`config.mk`:
```
export PLATFORM = sky130hd
export DESIGN_NAME = video_timing
export DESIGN_NICKNAME = d
export VERILOG_FILES = /design/src/rtl/video_timing.sv
export SDC_FILE = /design/constraint.sdc
export NUM_CORES = 1
export LEC_CHECK = 0
export ABC_AREA = 1
export CAP_MARGIN = 25
export CORE_MARGIN = 4
export CORE_UTILIZATION = 50
export CTS_CLUSTER_DIAMETER = 150
export DETAILED_ROUTE_END_ITERATION = 12
export HOLD_SLACK_MARGIN = 0.1
export PLACE_DENSITY = 0.84
export SLEW_MARGIN = 25
export SYNTH_ARGS = -nofsm -noshare
export SYNTH_HDL_FRONTEND = slang
export SYNTH_SLANG_ARGS = --single-unit
```
`constraint.sdc`:
```
create_clock -name clk -period 3.1 [get_ports clk]
set_input_delay 0.31 -clock clk [delete_from_list [all_inputs] [get_ports clk]]
set_output_delay 0.31 -clock clk [all_outputs]
set_load 0.02 [all_outputs]
```
`src/rtl/video_timing.sv`:
```
// ---------------------------------------------------------------------------
// video_timing
//   Raster timing generator for a 2x pixel-rate video clock. A 10-bit
//   horizontal counter (two counts per pixel) and a 9-bit line counter drive
//   the blanking, sync and strobe decodes, a flip-aware line number for the
//   tile/sprite generators, a frame counter and a level-held vblank NMI.
//
// Ports
//   clk            in   video clock (2x pixel rate), sole clock
//   rst_n          in   synchronous active-low reset
//   i_flip_ena     in   screen flip; inverts o_vtiming_f combinationally
//   i_nmi_ena      in   vblank NMI enable; 0 also clears a pending NMI
//   o_htiming      out  [9:0] horizontal count, 0..H_TOTAL-1
//   o_vcount       out  [8:0] unflipped line count, 0..V_TOTAL-1
//   o_vtiming_f    out  [7:0] o_vcount[7:0] XOR {8{i_flip_ena}}
//   o_hblk         out  horizontal blank (o_htiming[9])
//   o_vblk         out  vertical blank (line < 16 or line >= 240)
//   o_cmpblk       out  composite blank; CPU owns VRAM while 1
//   o_hsync_n      out  horizontal sync, low for counts 0x240..0x25F
//   o_vsync_n      out  vertical sync, low for lines 244..251
//   o_pix_ce       out  pixel clock enable (odd counts)
//   o_line_start   out  high while o_htiming == 0
//   o_frame_start  out  high while o_htiming == 0 and o_vcount == 0
//   o_nmi_n        out  active-low vblank interrupt, level-held
//   o_frame_cnt    out  [7:0] frame counter, steps at each frame wrap
// ---------------------------------------------------------------------------
module video_timing #(
  parameter int H_TOTAL = 768,
  parameter int V_TOTAL = 264
) (
  input  logic       clk,
  input  logic       rst_n,
  input  logic       i_flip_ena,
  input  logic       i_nmi_ena,
  output logic [9:0] o_htiming,
  output logic [8:0] o_vcount,
  output logic [7:0] o_vtiming_f,
  output logic       o_hblk,
  output logic       o_vblk,
  output logic       o_cmpblk,
  output logic       o_hsync_n,
  output logic       o_vsync_n,
  output logic       o_pix_ce,
  output logic       o_line_start,
  output logic       o_frame_start,
  output logic       o_nmi_n,
  output logic [7:0] o_frame_cnt
);

  localparam logic [9:0] H_LAST       = 10'(H_TOTAL - 1);
  localparam logic [8:0] V_LAST       = 9'(V_TOTAL - 1);
  localparam logic [8:0] V_ACT_FIRST  = 9'd16;
  localparam logic [8:0] V_BLANK_FROM = 9'd240;
  localparam logic [8:0] NMI_LINE     = 9'd239;  // last active line
  localparam logic [9:0] HSYNC_FIRST  = 10'h240;
  localparam logic [9:0] HSYNC_LAST   = 10'h25F;
  localparam logic [8:0] VSYNC_FIRST  = 9'd244;
  localparam logic [8:0] VSYNC_LAST   = 9'd251;

  logic [9:0] r_htiming;
  logic [8:0] r_vcount;
  logic [7:0] r_frame_cnt;
  logic       r_nmi_n;

  logic w_h_wrap;
  logic w_v_wrap;
  logic w_nmi_set;
  logic w_vblk;

  assign w_h_wrap  = (r_htiming == H_LAST);
  assign w_v_wrap  = (r_vcount == V_LAST);
  // Set event is the edge that moves the line count from 239 to 240.
  assign w_nmi_set = w_h_wrap && (r_vcount == NMI_LINE);

  always_ff @(posedge clk) begin
    if (!rst_n) begin
      r_htiming   <= '0;
      r_vcount    <= '0;
      r_frame_cnt <= '0;
    end else begin
      if (w_h_wrap) begin
        r_htiming <= '0;
        if (w_v_wrap) begin
          r_vcount    <= '0;
          r_frame_cnt <= r_frame_cnt + 8'd1;
        end else begin
          r_vcount <= r_vcount + 9'd1;
        end
      end else begin
        r_htiming <= r_htiming + 10'd1;
      end
    end
  end

  // Clear (enable low) has priority over a coincident set event; once low the
  // NMI stays low through the end of vblank until cleared.
  always_ff @(posedge clk) begin
    if (!rst_n) begin
      r_nmi_n <= 1'b1;
    end else if (!i_nmi_ena) begin
      r_nmi_n <= 1'b1;
    end else if (w_nmi_set) begin
      r_nmi_n <= 1'b0;
    end
  end

  // All decodes are purely combinational on the live counters.
  assign w_vblk = (r_vcount < V_ACT_FIRST) || (r_vcount >= V_BLANK_FROM);

  assign o_htiming     = r_htiming;
  assign o_vcount      = r_vcount;
  assign o_vtiming_f   = r_vcount[7:0] ^ {8{i_flip_ena}};
  assign o_hblk        = r_htiming[9];
  assign o_vblk        = w_vblk;
  assign o_cmpblk      = r_htiming[9] | w_vblk;
  assign o_hsync_n     = !((r_htiming >= HSYNC_FIRST) && (r_htiming <= HSYNC_LAST));
  assign o_vsync_n     = !((r_vcount >= VSYNC_FIRST) && (r_vcount <= VSYNC_LAST));
  assign o_pix_ce      = r_htiming[0];
  assign o_line_start  = (r_htiming == 10'd0);
  assign o_frame_start = (r_htiming == 10'd0) && (r_vcount == 9'd0);
  assign o_nmi_n       = r_nmi_n;
  assign o_frame_cnt   = r_frame_cnt;

endmodule

```
== Yosys cells after proc, flatten, opt, wreduce, memory -nomap -nowiden ==
Index checks and enable logic that the tools add are counted.
Storage, ports and cells
  flip-flop bits (word level): 28
  logic and storage cells: 32
  bits of input ports: 4
Cells by class
  mux-type cells: 1
  add/sub/neg operators: 3
  reductions and logical operators: 12
  eq/ne operators: 3
  bitwise logic cells: 3
  magnitude comparators: 6
Operators by type and width (number)
  >= comparator 9 x 8 -> 1 bit, second input constant: 2
  adder 10 x 1 -> 10 bit, second input constant: 1
  equality test 10 bit, second input constant: 1
  >= comparator 10 bit, second input constant: 1
  <= comparator 10 bit, second input constant: 1
  logical NOT 10 bit: 1
  adder 9 x 1 -> 9 bit, second input constant: 1
  equality test 9 x 8 -> 1 bit, second input constant: 1
  equality test 9 bit, second input constant: 1
  <= comparator 9 x 8 -> 1 bit, second input constant: 1
  logical NOT 9 bit: 1
  < comparator 9 x 5 -> 1 bit, second input constant: 1
  2-to-1 mux 9 bit: 1
  adder 8 x 1 -> 8 bit, second input constant: 1
  XOR 8 bit: 1
  logical AND 1 bit: 4
  AND reduction 2 bit: 2
  logical NOT 1 bit: 2
  OR reduction 2 bit: 1
  logical OR 1 bit: 1
  NOT 1 bit: 1
  OR 1 bit: 1

== Longest topological paths before layout ==
  depth after elaboration: 3
  gate-level depth with buffers: 11
  depth with buffers taken out: 10

== Worst setup path after synthesis ==
No wires, ideal clock.
  kind: register -> output
  start point: register r_vcount[4], in the netlist o_vcount[4]
  end point: output o_frame_start
  stages on the path, launching flop included: 7
  setup slack: 1.432 ns
  arrival time: 1.358 ns
  cell sequence: dfxtp_1 buf_2 nor2_1 nand2_2 inv_1 nand4_1 nor3_1
On the way
  longest elaborated chain between the ends: 2
RTL lines
  start: declaration: RTL line 61  | logic [8:0] r_vcount;
  start signal: assignment: RTL line 87  | r_vcount <= r_vcount + 9'd1;
  logical NOT 9 bit: RTL line 120  | assign o_frame_start = (r_htiming == 10'd0) && (r_vcount == 9'd0);
  logical AND 1 bit: RTL line 120
  end: declaration: RTL line 45  | output logic o_frame_start,
Every way passes these cells.

== Worst setup path after layout ==
  start point: register r_vcount[0], in the netlist o_vcount[0]
  end point: output o_vsync_n
On the way
  longest elaborated chain between the ends: 3
  elaborated cells on any way between the ends: 4
  classes of those cells: order compare: 2; reduce/logical: 2
RTL lines
  >= comparator 9 x 8 -> 1 bit or <= comparator 9 x 8 -> 1 bit (tied branches): RTL line 117  | assign o_vsync_n = !((r_vcount >= VSYNC_FIRST) && (r_vcount <= VSYNC_LAST));
  logical AND 1 bit *: RTL line 117
  logical NOT 1 bit *: RTL line 117
  end: declaration: RTL line 42  | output logic o_vsync_n,
Every way passes the cells marked *; elsewhere a longest branch is shown, timed or not.

==> key figures <==
Outcome
  – Status: finished, final reports clean

Floorplan
  – Die Ht: 65.43 um
  – Die ar.: about 4300 um2
  – CORE AREA: between 3000 and 4000 um2
  – Initial Util: about 53%
  – Io pins: 48
  – Die width: 65.43 um
  – Site Rows: 20

Clocking
  – Post-cts resize count: 0
  – Postcts setup bufs: 0
  – Clk_lat worst skew: ~0.35 ns
  – CTS tree: built
  – Hold Buf Count CTS: 0
  – Total CTS buffers: 3
  – Root buf cell: clkbuf_4
  – Max clock buf depth: 2
  – H-tree Lvls: 1
  – Clk pin slew, worst setup/hold paths: 0.16 ns
  – Clock Sinks: 28

Global routing
  – Number of global-route vias before repair: roughly 1.6k
  – Largest net degree at the start of global routing: 17
  – Global-route wire length before repair: about 6900 um
  – Initial antenna violation count: 0
  – Grt ovf: 0
  – GRT Overall Usage: about a fifth

Power and ir drop
  – Sw frac: between 20% and 30%
  – NetSw: ~160 uW
  – Peak VDD IR: 0.0001885 V
  – Pint: around 530 uW
  – Leak: about 0.00085 uW
  – P per Cell Area: between 300 and 400 nW/um2
  – Seq pwr share: between 50 and 60%
  – Comb pwr share: between 10% and 20%
  – Clk pwr share: a little over a third

Detailed routing
  – DRC viols: 0
  – DRT iter0 DRCs: 111
  – DR pass1 iterations: 5
  – WL per Instance: ~12 um
  – Antenna-violating nets left: 0
  – Via density: 5.073
  – Via count: between 1.5k and 2k
  – WL final: 4072 um

Timing
  – Max frequency: just over 400 MHz
  – Final number of hold-violating endpoints: 0
  – Period utilization: about 78%
  – TNS Setup: 0 ns
  – Slew HR: 73.19%
  – Final setup viols: 0
  – Worst Hold Margin: about 0.45 ns
  – Layout Skew: about 0.0030 ns
  – Min Clock Period, post-route: about 2.4 ns
  – RSZ-0062 raised after global routing: no
  – Final slew viol count: 0
  – Worst Tran Pin Value: approximately 0.40 ns

Logic synthesis
  – Register area share after synthesis: between 30% and 40%
  – Simple-Gate Fraction of Synth Area: between 30% and 40%
  – Post-Syn Area: between 1500 and 2000 um2
  – Top-area cell type share of the netlist area: 33.99%
  – EDFF count, synth: 0
  – Synth area leader: dfxtp_1
  – Synth Area in Compound Gates: under 10%
  – Mux contribution to synthesized area: 0%
  – Synthesis-stage register bit count: 28
  – Xor/xnor share of the synthesized area: 7.967%
  – Syn avg cell area: between 6 and 7 um2
  – Post-synth cell types: 29
  – Post-Syn Instances: approximately 240
  – Synthesized netlist net count: 250
  – Synth area leaders: dfxtp_1 (34%), nand2_1 (11%), nor2_1 (8.0%), xor2_1 (6.9%), inv_1 (6.8%)
  – Asr flop ratio synth: 0%
  – Adder-cell share of the synthesized area: around 3.8%
  – Synth Flop Type: dfxtp_1
  – Largest family of logic cells by synthesized area: simple AND/OR/NAND/NOR gates
  – YS warnings: 0

Setup path
  – Worst Path Required: 2.79 ns
  – CP cell instances: ha_1, nor4_1, nand4_1, nand3_1, clkdlybuf4s50_1
  – WP data arrival: 2.12 ns
  – Worst path slowest cell: clkdlybuf4s50_1
  – Worst setup EP type: output pin
  – CP Launch Type: flop
  – Crit Path Max Fanout: 7
  – Delay-heaviest family, CP: buffers and inverters
  – CP max stage delay: ~0.61 ns
  – Worst path bufs/invs: 1
  – Critical path class: flop to output pin

Finish
  – Finished Layout Cells: 330
  – Layout Utilization: a little over two thirds
  – Layout area overhead: 33.08%
  – Nets: roughly 300
  – Proportion of layout cells with a drive suffix above 1: 6.294%
  – Ant. Diodes: 0

Job
  – Max Cap Viol: 0

Placed design
  – I/O Buffers: 47
  – RePlAce Congestion: 0.9276
  – Post-DP HPWL: 3106 um
  – Placed insts: about 330

Hold path
  – Worst Hold Class: input port to flop
## synthesized netlist by cell type (5+ instances only)
master and number:
nor3_1 6, nand3_1 20, nand2_1 47, o21ai_0 6
nor2_1 35, xor2_1 13, nand2_2 5, dfxtp_1 28
inv_1 30, nand4_1 5, ha_1 5, a21oi_1 12
## final cells by class
| class | count | area, um2 |
|---|---|---|
| Fill cell | 289 | 908.4 |
| Clock buffer | 3 | 22.52 |
| Tap cell | 44 | 55.05 |
| Sequential cell | 28 | 560.5 |
| Inverter | 32 | 121.4 |
| Clock inverter | 1 | 30.03 |
| Timing Repair Buffer | 48 | 478.0 |
| Multi-Input combinational cell | 174 | 927.1 |
## flip-flops by register name (all words and copies together), names as in the netlist
signal / count
o_frame_cnt: 8
o_vcount: 9
o_nmi_n: 1
o_htiming: 10
## kinds of logic (layout without fill, tap and decap cells)
group,after synthesis,in the layout
xor gates and xnor gates,15,15
buffers and inverters,39,84
adders and majority gates,5,5
DFF,28,28
AOI/OAI and AO/OA,25,25
and+or+nand+nor,129,129
## stage by stage
step | total power, uW | instance area, um2 | worst slack (ns)
floorplan | 417.5 | 1649 | 1.432
global placement | 450.6 | 2142 | 0.9934
detailed placement | 452.2 | 2142 | 0.9233
CTS | 696.1 | 2195 | 0.6773
global route | 721.8 | 2195 | 0.5574
finish | 693.0 | 2195 | 0.6672
## cell usage in the layout, fill, tap and decap left out
master and instances:
nand2_1 47, clkdlybuf4s50_1 47, nor2_1 35, inv_1 30, dfxtp_1 28, nand3_1 20, xor2_1 13, a21oi_1 12
nor3_1 6, o21ai_0 6, nand2_2 5, nand4_1 5, ha_1 5, o21ai_1 4, nor2_4 3, clkbuf_4 3
xnor2_1 2, nor2_2 2, nor3b_1 2, o2111ai_1 1, nor4_1 1, nand3_4 1, clkinv_2 1, a22oi_1 1
or2_2 1, clkinv_1 1, a211oi_1 1, nand3b_1 1, bufinv_16 1, buf_4 1
## power groups by stage
stage	sequential, uW	clock, uW	combinational, uW
after floorplan	379	0	38.9
after global placement	375	0	75.6
after detailed placement	375	0	77.0
after CTS	368	251	77.3
after global routing	368	270	83.4
final	367	249	76.5
## path summary, 6_finish.rpt
kind / startpoint / end / slack (ns) / cells past startpoint
worst max-delay path: o_vcount[0]$_SDFFE_PN0P_ / o_vsync_n / 0.67 / 5
worst min-delay path: i_nmi_ena / o_nmi_n$_SDFFE_PN1P_ / 0.45 / 2
worst max register to register: o_htiming[0]$_SDFF_PP0_ / o_htiming[9]$_SDFF_PP0_ / 1.29 / 8
worst min register to register: o_frame_cnt[7]$_SDFFE_PN0P_ / o_frame_cnt[7]$_SDFFE_PN0P_ / 0.50 / 2
## routing by layer
metal  GRT usage (%)  up-vias  routed length [um]
met5               0        -                   0
met1           26.16      751                1827
met4           7.513        0                  64
met3           2.564        5                 264
met2           34.51       62                1916
li1                -      856                   -
Power figures use the tool's default switching activity.
